===== src/rtl/uart_rx_buffered.sv =====
// UART receiver with runtime parity/stop-bit options, feeding a show-ahead FIFO whose
// entries carry per-word parity and frame error tags alongside the data.
module uart_rx_buffered #(
  parameter int CLKS_PER_BIT = 5208,
  parameter int DATA_BITS    = 8,
  parameter int FIFO_DEPTH   = 16
) (
  input  logic                                 clock,
  input  logic                                 reset,
  input  logic                                 serial_in,
  input  logic [7:0]                           usr_options,
  input  logic                                 data_read,
  output logic [DATA_BITS-1:0]                 data_out,
  output logic                                 parity_error,
  output logic                                 frame_error,
  output logic                                 new_data,
  output logic                                 overrun,
  input  logic                                 clear_overrun,
  output logic [$clog2(FIFO_DEPTH+1)-1:0]      fifo_count
);

  localparam int CNT_W  = $clog2(CLKS_PER_BIT);
  localparam int BIT_W  = $clog2(DATA_BITS);
  localparam int PTR_W  = $clog2(FIFO_DEPTH);
  localparam int FCNT_W = $clog2(FIFO_DEPTH+1);
  localparam int WORD_W = DATA_BITS + 2;

  typedef enum logic [2:0] {IDLE, START, DATA, PARITY, STOP, WAIT_HIGH} state_t;

  state_t               state, state_d;
  logic [1:0]           sync_q;
  logic                 rx;
  logic [CNT_W-1:0]     cnt, cnt_d;
  logic [BIT_W-1:0]     bit_idx, bit_idx_d;
  logic [DATA_BITS-1:0] shift, shift_d;
  logic [2:0]           opts, opts_d;
  logic                 stop2, stop2_d;
  logic                 perr, perr_d;
  logic                 ferr, ferr_d;
  logic                 push;
  logic [WORD_W-1:0]    push_word;
  logic                 unused_opts;

  assign unused_opts = ^usr_options[4:0];
  assign rx = sync_q[1];

  always_ff @(posedge clock or negedge reset) begin
    if (!reset) begin
      sync_q  <= 2'b11;
      state   <= IDLE;
      cnt     <= '0;
      bit_idx <= '0;
      shift   <= '0;
      opts    <= '0;
      stop2   <= 1'b0;
      perr    <= 1'b0;
      ferr    <= 1'b0;
    end else begin
      sync_q  <= {sync_q[0], serial_in};
      state   <= state_d;
      cnt     <= cnt_d;
      bit_idx <= bit_idx_d;
      shift   <= shift_d;
      opts    <= opts_d;
      stop2   <= stop2_d;
      perr    <= perr_d;
      ferr    <= ferr_d;
    end
  end

  // opts = {parity enable, odd parity, two stop bits}, frozen for the whole frame at start detection
  always_comb begin
    state_d   = state;
    cnt_d     = cnt;
    bit_idx_d = bit_idx;
    shift_d   = shift;
    opts_d    = opts;
    stop2_d   = stop2;
    perr_d    = perr;
    ferr_d    = ferr;
    push      = 1'b0;
    push_word = {ferr | ~rx, perr, shift};
    case (state)
      IDLE: begin
        if (!rx) begin
          opts_d    = usr_options[7:5];
          cnt_d     = CNT_W'(CLKS_PER_BIT/2 - 1);
          bit_idx_d = '0;
          stop2_d   = 1'b0;
          perr_d    = 1'b0;
          ferr_d    = 1'b0;
          state_d   = START;
        end
      end
      START: begin
        if (cnt == '0) begin
          if (!rx) begin
            cnt_d   = CNT_W'(CLKS_PER_BIT - 1);
            state_d = DATA;
          end else begin
            state_d = IDLE;
          end
        end else begin
          cnt_d = cnt - CNT_W'(1);
        end
      end
      DATA: begin
        if (cnt == '0) begin
          shift_d = {rx, shift[DATA_BITS-1:1]};
          cnt_d   = CNT_W'(CLKS_PER_BIT - 1);
          if (bit_idx == BIT_W'(DATA_BITS - 1))
            state_d = opts[2] ? PARITY : STOP;
          else
            bit_idx_d = bit_idx + BIT_W'(1);
        end else begin
          cnt_d = cnt - CNT_W'(1);
        end
      end
      PARITY: begin
        if (cnt == '0) begin
          perr_d  = opts[1] ? ~^{shift, rx} : ^{shift, rx};
          cnt_d   = CNT_W'(CLKS_PER_BIT - 1);
          state_d = STOP;
        end else begin
          cnt_d = cnt - CNT_W'(1);
        end
      end
      STOP: begin
        if (cnt == '0) begin
          ferr_d = ferr | ~rx;
          if (opts[0] && !stop2) begin
            stop2_d = 1'b1;
            cnt_d   = CNT_W'(CLKS_PER_BIT - 1);
          end else begin
            push    = 1'b1;
            state_d = rx ? IDLE : WAIT_HIGH;
          end
        end else begin
          cnt_d = cnt - CNT_W'(1);
        end
      end
      WAIT_HIGH: begin
        if (rx) state_d = IDLE;
      end
      default: state_d = IDLE;
    endcase
  end

  logic [WORD_W-1:0] mem [FIFO_DEPTH];
  logic [WORD_W-1:0] head, head_d;
  logic [PTR_W-1:0]  wr_ptr, rd_ptr, rd_next;
  logic [FCNT_W-1:0] count, count_d;
  logic              full, do_pop, do_push, drop;

  assign full    = (count == FCNT_W'(FIFO_DEPTH));
  assign do_pop  = data_read && (count != '0);
  assign do_push = push && (!full || do_pop);
  assign drop    = push && full && !do_pop;
  assign rd_next = do_pop ? rd_ptr + PTR_W'(1) : rd_ptr;

  // The head register keeps its old value once the FIFO drains, so data_out holds the last word read
  always_comb begin
    count_d = count;
    case ({do_push, do_pop})
      2'b10:   count_d = count + FCNT_W'(1);
      2'b01:   count_d = count - FCNT_W'(1);
      default: count_d = count;
    endcase
    head_d = head;
    if (count_d != '0)
      head_d = (do_push && wr_ptr == rd_next) ? push_word : mem[rd_next];
  end

  always_ff @(posedge clock) begin
    if (do_push) mem[wr_ptr] <= push_word;
  end

  always_ff @(posedge clock or negedge reset) begin
    if (!reset) begin
      wr_ptr  <= '0;
      rd_ptr  <= '0;
      count   <= '0;
      head    <= '0;
      overrun <= 1'b0;
    end else begin
      if (do_push) wr_ptr <= wr_ptr + PTR_W'(1);
      rd_ptr <= rd_next;
      count  <= count_d;
      head   <= head_d;
      if (drop)
        overrun <= 1'b1;
      else if (clear_overrun)
        overrun <= 1'b0;
    end
  end

  assign data_out     = head[DATA_BITS-1:0];
  assign parity_error = head[DATA_BITS];
  assign frame_error  = head[DATA_BITS+1];
  assign new_data     = (count != '0);
  assign fifo_count   = count;

endmodule


===== config.mk =====
export PLATFORM = sky130hd
export DESIGN_NAME = uart_rx_buffered
export DESIGN_NICKNAME = d
export VERILOG_FILES = /design/src/rtl/uart_rx_buffered.sv
export SDC_FILE = /design/constraint.sdc
export NUM_CORES = 1
export LEC_CHECK = 0
export BUFFER_PORTS_ARGS = -buffer_cell sky130_fd_sc_hd__buf_4
export CAP_MARGIN = 40
export CORE_UTILIZATION = 40
export DETAILED_ROUTE_END_ITERATION = 10
export PLACE_DENSITY = 0.66
export SLEW_MARGIN = 20
export SYNTH_ARGS = -nofsm -noshare
export SYNTH_HDL_FRONTEND = slang
export SYNTH_SLANG_ARGS = --single-unit

===== constraint.sdc =====
create_clock -name clock -period 11.35 [get_ports clock]
set_input_delay 0.5675 -clock clock [delete_from_list [all_inputs] [get_ports clock]]
set_output_delay 0.5675 -clock clock [all_outputs]
set_load 0.02 [all_outputs]

==> summary.md, run 1 <==
| Metric | Value |
|---|---|
| Status | `finished, final reports clean` |
| Combinational fraction of design power | `0.023` |
| Reg power frac | `0.511` |
| Final worst slack | `6.96 ns` |
| Min Hold Slack | `0.165 ns` |
| Maxcap violations | `0` |
| Synth Area in Adders | `0.0118` |
| Htree depth | `1` |
| Worst setup path startpoint | `cnt[0]$_DFFE_PN0P_` |
| Routed via count | `7505` |
| Static Leak | `0.00447 µW` |
| GR Util All Layers | `0.198` |
| Die Wd | `164 µm` |
| Mux contribution to synthesized area | `0.0774` |
| Gr ovfl total | `0` |
| Critical path depth in cells | `15` |
| Synth top area share | `0.455` |
| Antenna cells | `0` |
| Final WL | `26.3 mm` |
| Total power | `1680 µW` |
| Internal | `1340 µW` |
| Worst Tran Pin Value | `0.927 ns` |
| Final hold violations | `0` |
| Count leader, synth | `edfxtp_1` |
| Global-route wire length before repair | `between 40 and 50 mm` |
| 1st-iter DRT viols | `around 760` |
| Clk pwr share | `0.467` |
| Main combinational cell family by area after synthesis | `compound AO/OA/AOI/OAI gates` |
| FF-to-FF path depth | `15` |
| Die area | `27100 µm²` |
| Post-route ant nets | `0` |
| Critical Path RT | `11.79 ns` |
| RSZ-0062 raised after global routing | `no` |
| Synth Cell Area | `10600 µm²` |
| Core Area | `26000 µm²` |
| Starting Density | `0.406` |
| Setup WS pre-CTS | `6.97 ns` |
| Post-Syn Area per Cell | `12.1 µm²` |
| Synth Flop Type | `edfxtp_1` |
| Post-synth EDFFs | `160` |
| Minimum clock period | `4.39 ns` |
| Register Area | `6280 µm²` |
| CTS Root Buffer Type | `clkbuf_16` |
| VDD IR max | `0.0946 mV` |
| M1 WL | `11.2 mm` |
| P_sw | `around 330 µW` |
| Setup Fix Bufs, Post-CTS | `0` |
| Worst setup SP type | `flip-flop` |
| Layout Cells excl Fill | `1252` |
| Die height | `164 µm` |
| Hold crit path type | `input pin to flip-flop` |
| Vias per cell | `about 6` |
| Final Slew Violations | `0` |
| Cells after Synth | `874` |
| Yosys reg bits | `219` |
| DR top layer | `met4` |
| CP max-delay cell | `or4_1` |
| Worst EP arrival | `4.83 ns` |
| Post-Route Setup TNS | `0 ns` |
| CTS tree | `yes` |
| Met2 WL | `~12 mm` |
| Layout cells sized above 1 | `0.161` |
| CTS Buf Count | `23` |
| Unique masters post-synth | `68` |
| Cell Chain, Critical Path | `inv_1, ha_1, nor4b_1, nor4b_4, a21oi_1, xor2_1, ha_1, nor4_1, o211ai_1, a21oi_1, a21oi_2, xnor2_1, or4_1, and2_4, a21oi_1` |
| Syn. warnings | `0` |
| Placed Cells | `between 1000 and 1500` |
| Synth Area in Simple Gates | `0.0937` |
| Delay-heaviest family, CP | `simple AND/OR/NAND/NOR gates` |
| Slew headroom | `0.382` |
| Post-cts resize count | `0` |
| Cell accounting for the most synthesized area | `edfxtp_1` |
| Synth top area cells | `edfxtp_1 46%, dfrtp_1 14%, mux2i_1 4.6%, o22ai_1 3.8%, o21ai_0 2.8%` |
| Largest net degree at the start of global routing | `60` |
| HPWL Detailed | `16.0 mm` |
| Sink Count | `219` |
| R2r startpoint | `cnt[0]$_DFFE_PN0P_` |
| R2R Setup Slk | `6.96 ns` |
| GPL Wtd Cong | `roughly 0.80` |
| Switch share | `0.200` |
| Worst skew pair latency | `roughly 0.52 ns` |
| First-pass DRT Iterations | `5` |
| FMAX | `approximately 0.23 GHz` |
| Ys async rst share | `0.269` |
| Synth Area in XOR/XNOR | `0.0220` |
| Synthesis-to-finish area growth | `14.4%` |
| Most instantiated cells after synthesis | `160 x edfxtp_1, 64 x o22ai_1, 63 x nor2_1, 59 x o21ai_0, 57 x dfrtp_1` |
| IO buf count | `24` |
| Most frequent CP cell | `a21oi_1` |
| Rows | `59` |
| Crit path to | `head[1]$_DFFE_PN0P_` |
| Hold Path Depth | `1` |
| Vias in the first global route | `just over 7000` |
| R2r endpoint | `head[1]$_DFFE_PN0P_` |
| CP Capture Type | `flip-flop` |
| Fill count | `2330` |
| DR WL met3 | `about 1.8 mm` |
| Drt drc | `0` |
| CP bufs+invs | `1` |
| Syn nets | `around 900` |
| Hold-fix buffers, CTS | `0` |
| Largest stage delay, worst path | `between 0.8 and 0.9 ns` |
| Fin crit share | `0.387` |
| Initial antenna violation count | `1` |
| Register area share after synthesis | `0.595` |
| Compound-cell area share of the yosys netlist | `0.169` |
| Setup Skew | `0.0197 ns` |
| Clock transition at path regs | `0.06 ns` |
| Worst-path maximum fanout | `15` |
| Power Dens Cells | `139 nW/µm²` |
| IO Count | `30` |
| Area occupied by multi-input gates | `around 4000 µm²` |
| Setup violators final | `0` |
| Drt wl/cell | `between 20 and 25 µm` |
| Max Root-Sink Buffers | `3` |
| Nets | `923` |
| Crit Path Category | `flip-flop to flip-flop` |
[cell families (layout without fill, tap and decap cells)]
logic type,Yosys count,count (layout)
buffers and inverters,78,121
DFF,219,219
AOI/OAI and AO/OA,270,270
and+or+nand+nor,201,201
adders and majority gates,10,10
muxes,71,71
xor gates and xnor gates,25,25
[routing by layer]
metal  vias to the layer above  GRT usage
met5                         -          0
met2                       257      0.315
met1                      3725      0.272
met3                        57     0.0256
met4                         0     0.0880
li1                       3466          -
[power by group through the flow]
stage / registers [µW] / logic, µW / clock network [µW]
after global routing: 855 / 41.1 / 823
after floorplan: 873 / 18.4 / 0
after CTS: 856 / 36.5 / 794
after global placement: 872 / 36.3 / 0
final: 856 / 38.1 / 782
after detailed placement: 872 / 36.4 / 0
[placed cells by master (no fill, tap or decap), types with 5 or more instances in the layout]
master     Yosys  final
nand4_1        5      5
o22ai_1       64     64
nor3_1        14     14
a311o_1       14     14
o22a_1         5      5
nor2_1        63     63
a211oi_1       7      6
nand2_1       56     56
clkbuf_1      47      6
edfxtp_1     160    160
o31ai_1       15     15
ha_1          10     10
a22oi_1       15     15
a221oi_1       7      7
buf_4          1     57
dfrtp_1       57     57
or3_1         17     17
a21oi_1       30     29
inv_1         13     12
xnor2_1       22     21
or4_1          5      5
nand2b_1       6      6
mux2i_1       49     49
a31oi_1       21     20
clkbuf_16      0     23
mux4_2         7      7
or2_2          9      9
o21a_1         6      6
o21ai_0       59     58
mux2_2        15     15
[per-stage QoR]
stage | util | cell area, µm²
6_report | 0.465 | 12100
5_1_grt | 0.465 | 12100
4_1_cts | 0.461 | 12000
3_5_place_dp | 0.431 | 11200
3_3_place_gp | 0.427 | 11100
2_1_floorplan | - | 10600
[worst min path at each step]
stage	from	to	slack, ns
2_1_floorplan	reset	bit_idx[0]$_DFFE_PN0P_	0.27
3_3_place_gp	sync_q[0]$_DFF_PN1_	sync_q[1]$_DFF_PN1_	0.35
3_5_place_dp	sync_q[0]$_DFF_PN1_	sync_q[1]$_DFF_PN1_	0.35
4_1_cts	serial_in	sync_q[0]$_DFF_PN1_	0.15
5_1_grt	serial_in	sync_q[0]$_DFF_PN1_	0.15
6_report	serial_in	sync_q[0]$_DFF_PN1_	0.17
[cell type report]
| cell class | count | share of cell area |
|---|---|---|
| sequential | 219 | 0.520 |
| clock inverter | 12 | 0.0146 |
| timing repair buffer | 65 | 0.0447 |
| clock buffer | 30 | 0.0506 |
| inverter | 14 | 0.00435 |
| tap | 335 | 0.0347 |
| multi-input combinational | 577 | 0.331 |
[sequential cells by signal (all words and copies together) (netlist names), 2 cells and up]
register / count
bit_idx: 3
cnt: 13
fifo_count: 5
head: 10
mem: 160
opts: 3
rd_ptr: 4
shift: 8
state: 3
sync_q: 2
wr_ptr: 4
Note: power is estimated with default switching activity, not from simulation.
==> run 2, diff against run 1 <==
- ABC_AREA: not set -> 1
- PLACE_DENSITY: 0.66 -> 0.68
- clock period: 11.35 -> 3.8 ns (I/O delays scaled with it)
==> run 2 against run 1 <==
Against the previous run: non-clock buffer count fell by 7; count of clock-buffer cells in the layout increased by 7; clock power grew to 2.8 times the previous value; critical path type unchanged; critical endpoint is now head[8]$_DFFE_PN0P_; largest cell class unchanged.
==> summary.md, run 2 <==
| Metric | Value |
|---|---|
| Internal | `4690 µW (was 1340 µW)` |
| Vias in the first global route | `7119 (was 7136)` |
| Post-synth EDFFs | `160 (unchanged)` |
| Gr ovfl total | `0 (unchanged)` |
| Global-route wire length before repair | `37.7 mm (was 40.6 mm)` |
| Htree depth | `1 (unchanged)` |
| Top reg by flops | `mem (unchanged)` |
| Final WL | `23.9 mm (was 26.3 mm)` |
| Synth top area cells | `edfxtp_1 46%, dfrtp_1 14%, nand2_1 10%, nand3_1 7.1%, nand3b_1 4.3% (was edfxtp_1 46%, dfrtp_1 14%, mux2i_1 4.6%, o22ai_1 3.8%, o21ai_0 2.8%)` |
| Compound-cell area share of the yosys netlist | `0.0322 (was 0.169)` |
| Die Wd | `163 µm (was 164 µm)` |
| FMAX | `0.320 GHz (was 0.228 GHz)` |
| Fin crit share | `0.824 (was 0.387)` |
| Synth top area share | `0.463 (was 0.455)` |
| RSZ-0062 raised after global routing | `no (unchanged)` |
| Hold crit path type | `input pin to async pin (was input pin to flip-flop)` |
| Commonest non-fill, non-tap cell in the layout | `nand2_1 (was edfxtp_1)` |
| Biggest regs | `mem (160), cnt (13), head (10) (unchanged)` |
| Largest net degree at the start of global routing | `61 (was 60)` |
| CTS Root Buffer Type | `clkbuf_16 (unchanged)` |
| HPWL Detailed | `14.4 mm (was 16.0 mm)` |
| Post-cts resize count | `0 (unchanged)` |
| Cell Area, Placed | `10900 µm² (was 11200 µm²)` |
| Setup Skew | `0.0196 ns (was 0.0197 ns)` |
| Combinational fraction of design power | `0.325 (was 0.023)` |
| R2r endpoint | `head[8]$_DFFE_PN0P_ (was head[1]$_DFFE_PN0P_)` |
| Cell accounting for the most synthesized area | `edfxtp_1 (unchanged)` |
| GPL Wtd Cong | `0.843 (was 0.798)` |
| Drt wl/cell | `16.6 µm (was 21.0 µm)` |
| Synthesis-to-finish area growth | `13.9% (was 14.4%)` |
| CTS tree | `yes (unchanged)` |
| R2R Setup Slk | `0.67 ns (was 6.96 ns)` |
| Worst skew pair latency | `0.51 ns (was 0.52 ns)` |
| Largest stage delay, worst path | `0.60 ns (was 0.87 ns)` |
| Setup violators final | `0 (unchanged)` |
| Vias per cell | `5.19 (was 5.99)` |
| Syn nets | `1074 (was 897)` |
| Max FFs per register | `160 (unchanged)` |
| Synth Area in XOR/XNOR | `0.0152 (was 0.0220)` |
| Die area | `26600 µm² (was 27100 µm²)` |
| Delay-heaviest family, CP | `simple AND/OR/NAND/NOR gates (unchanged)` |
| IO buf count | `24 (unchanged)` |
| Most instantiated cells after synthesis | `276 x nand2_1, 160 x edfxtp_1, 148 x nand3_1, 116 x inv_1, 60 x nand3b_1 (was 160 x edfxtp_1, 64 x o22ai_1, 63 x nor2_1, 59 x o21ai_0, 57 x dfrtp_1)` |
| R2r startpoint | `fifo_count[1]$_DFF_PN0_ (was cnt[0]$_DFFE_PN0P_)` |
| Layout cells sized above 1 | `0.114 (was 0.161)` |
| Final instance area | `11800 µm² (was 12100 µm²)` |
| Slew headroom | `0.435 (was 0.382)` |
| Nets | `1114 (was 923)` |
| 1st-iter DRT viols | `720 (was 762)` |
| Minimum clock period | `3.13 ns (was 4.39 ns)` |
| Most frequent CP cell | `nand2_1 (was a21oi_1)` |
| Final hold violations | `0 (unchanged)` |
| Antenna cells | `0 (unchanged)` |
| Cell Chain, Critical Path | `nor2_1, nand3_2, nand2_4, o21ai_4, buf_4, nand2_1, a21oi_2, nand3_2, nand2_1, nand2_1, nand2_1, nand2_1 (was inv_1, ha_1, nor4b_1, nor4b_4, a21oi_1, xor2_1, ha_1, nor4_1, o211ai_1, a21oi_1, a21oi_2, xnor2_1, or4_1, and2_4, a21oi_1)` |
| Final Slew Violations | `0 (unchanged)` |
| Final worst slack | `0.670 ns (was 6.96 ns)` |
| Unique masters post-synth | `44 (was 68)` |
| Critical Path RT | `4.20 ns (was 11.79 ns)` |
| Reg power frac | `0.372 (was 0.511)` |
| Layout Cells excl Fill | `1439 (was 1252)` |
| CTS Buf Count | `24 (was 23)` |
| Synth Area in Simple Gates | `0.267 (was 0.0937)` |
| Synth Cell Area | `10400 µm² (was 10600 µm²)` |
| Max Root-Sink Buffers | `3 (unchanged)` |
| Die height | `163 µm (was 164 µm)` |
| First-pass DRT Iterations | `5 (unchanged)` |
| Core Area | `25300 µm² (was 26000 µm²)` |
| Register area share after synthesis | `0.605 (was 0.595)` |
| IO Count | `30 (unchanged)` |
| Placed Cells | `1385 (was 1204)` |
| Synth Flop Type | `edfxtp_1 (unchanged)` |
| Syn. warnings | `0 (unchanged)` |
| Routed via count | `7474 (was 7505)` |
| Clock transition at path regs | `0.06 ns (about the same)` |
| Maxcap violations | `0 (unchanged)` |
| Main combinational cell family by area after synthesis | `simple AND/OR/NAND/NOR gates (was compound AO/OA/AOI/OAI gates)` |
| Total power | `7350 µW (was 1680 µW)` |
| Setup WS pre-CTS | `0.684 ns (was 6.97 ns)` |
| Starting Density | `0.410 (was 0.406)` |
| CP max-delay cell | `o21ai_4 (was or4_1)` |
| Most frequent cells in the layout | `276 x nand2_1, 160 x edfxtp_1, 147 x nand3_1 (was 160 x edfxtp_1, 64 x o22ai_1, 63 x nor2_1)` |
| Drt drc | `0 (unchanged)` |
| Post-Syn Area per Cell | `9.88 µm² (was 12.1 µm²)` |
| Worst setup SP type | `flip-flop (unchanged)` |
| Switch share | `0.361 (was 0.200)` |
| Worst EP arrival | `3.53 ns (was 4.83 ns)` |
| Mux contribution to synthesized area | `0.00325 (was 0.0774)` |
| Synth Area in Adders | `0.0120 (was 0.0118)` |
| VDD IR max | `0.380 mV (was 0.0946 mV)` |
| Initial antenna violation count | `1 (unchanged)` |
| Yosys reg bits | `219 (unchanged)` |
| Worst-path maximum fanout | `22 (was 15)` |
| Clk pwr share | `0.303 (was 0.467)` |
| FF-to-FF path depth | `12 (was 15)` |
| Post-route ant nets | `0 (unchanged)` |
| Sink Count | `219 (unchanged)` |
| GR Util All Layers | `0.183 (was 0.198)` |
| CP bufs+invs | `1 (unchanged)` |
| Power Dens Cells | `621 nW/µm² (was 139 nW/µm²)` |
| Count leader, synth | `nand2_1 (was edfxtp_1)` |
| Ys async rst share | `0.269 (unchanged)` |
| Status | `finished, final reports clean (unchanged)` |
| Crit Path Category | `flip-flop to flip-flop (unchanged)` |
| Static Leak | `0.00521 µW (was 0.00447 µW)` |
| Cells after Synth | `1051 (was 874)` |
| Post-Route Setup TNS | `0 ns (unchanged)` |
| Worst Tran Pin Value | `0.847 ns (was 0.927 ns)` |
| CP Capture Type | `flip-flop (unchanged)` |
| P_sw | `2650 µW (was 334 µW)` |
| Rows | `58 (was 59)` |
## run 2: what timing repair did
| item | CTS | global route |
|---|---|---|
| hold buffers | 6 | 0 |
| endpoints found under the setup margin | 0 | 0 |
| hold endpoints to repair | 62 | 0 |
| buffers inserted | 0 | 0 |
## run 2: how the worst max path moves through the flow
| stage | cells after the start | from | to |
|---|---|---|---|
| 2_1_floorplan | 19 | fifo_count[1]$_DFF_PN0_ | head[0]$_DFFE_PN0P_ |
| 3_3_place_gp | 12 | fifo_count[1]$_DFF_PN0_ | head[6]$_DFFE_PN0P_ |
| 3_5_place_dp | 12 | fifo_count[1]$_DFF_PN0_ | head[8]$_DFFE_PN0P_ |
| 4_1_cts | 12 | fifo_count[1]$_DFF_PN0_ | head[7]$_DFFE_PN0P_ |
| 5_1_grt | 12 | fifo_count[1]$_DFF_PN0_ | head[5]$_DFFE_PN0P_ |
| 6_report | 12 | fifo_count[1]$_DFF_PN0_ | head[8]$_DFFE_PN0P_ |
## run 2: metrics by stage
step / hold slack (ns) / utilization
2_1_floorplan: -0.106 / -
5_1_grt: 0.0205 / 0.467
4_1_cts: 0.103 / 0.464
6_report: 0.0403 / 0.467
3_5_place_dp: 0.300 / 0.432
3_3_place_gp: 0.299 / 0.431
## run 2: cell families after synthesis
kind of cell             after synthesis
AO/OA/AOI/OAI                         57
XOR/XNOR                              18
adder cells (fa/ha/maj)               10
buffers and inverters                164
flip-flops                           219
multiplexers                           3
AND/OR/NAND/NOR                      580
## run 2: layout make-up
type	instances	area, µm²
inverters	120	453
clock inverters	7	60.1
multi-input cells	668	3440
clock buffers	37	694
flip-flops and latches	219	6280
fillers	2324	13500
well taps	330	413
repair buffers	58	489
## run 2: layer usage
| layer | wire, µm | global-route usage | up-vias |
|---|---|---|---|
| met2 | 11700 | 0.313 | 216 |
| met3 | 1260 | 0.0223 | 47 |
| met1 | 10300 | 0.242 | 3607 |
| li1 | - | - | 3604 |
| met4 | 618 | 0.0599 | 0 |
| met5 | 0 | 0 | - |
## run 2: power groups by stage
stage	clock, µW	combinational [µW]	sequential (µW)
6_report	2220	2390	2730
3_3_place_gp	0	2350	2780
5_1_grt	2360	2640	2750
3_5_place_dp	0	2380	2780
4_1_cts	2260	2390	2730
2_1_floorplan	0	1610	2850
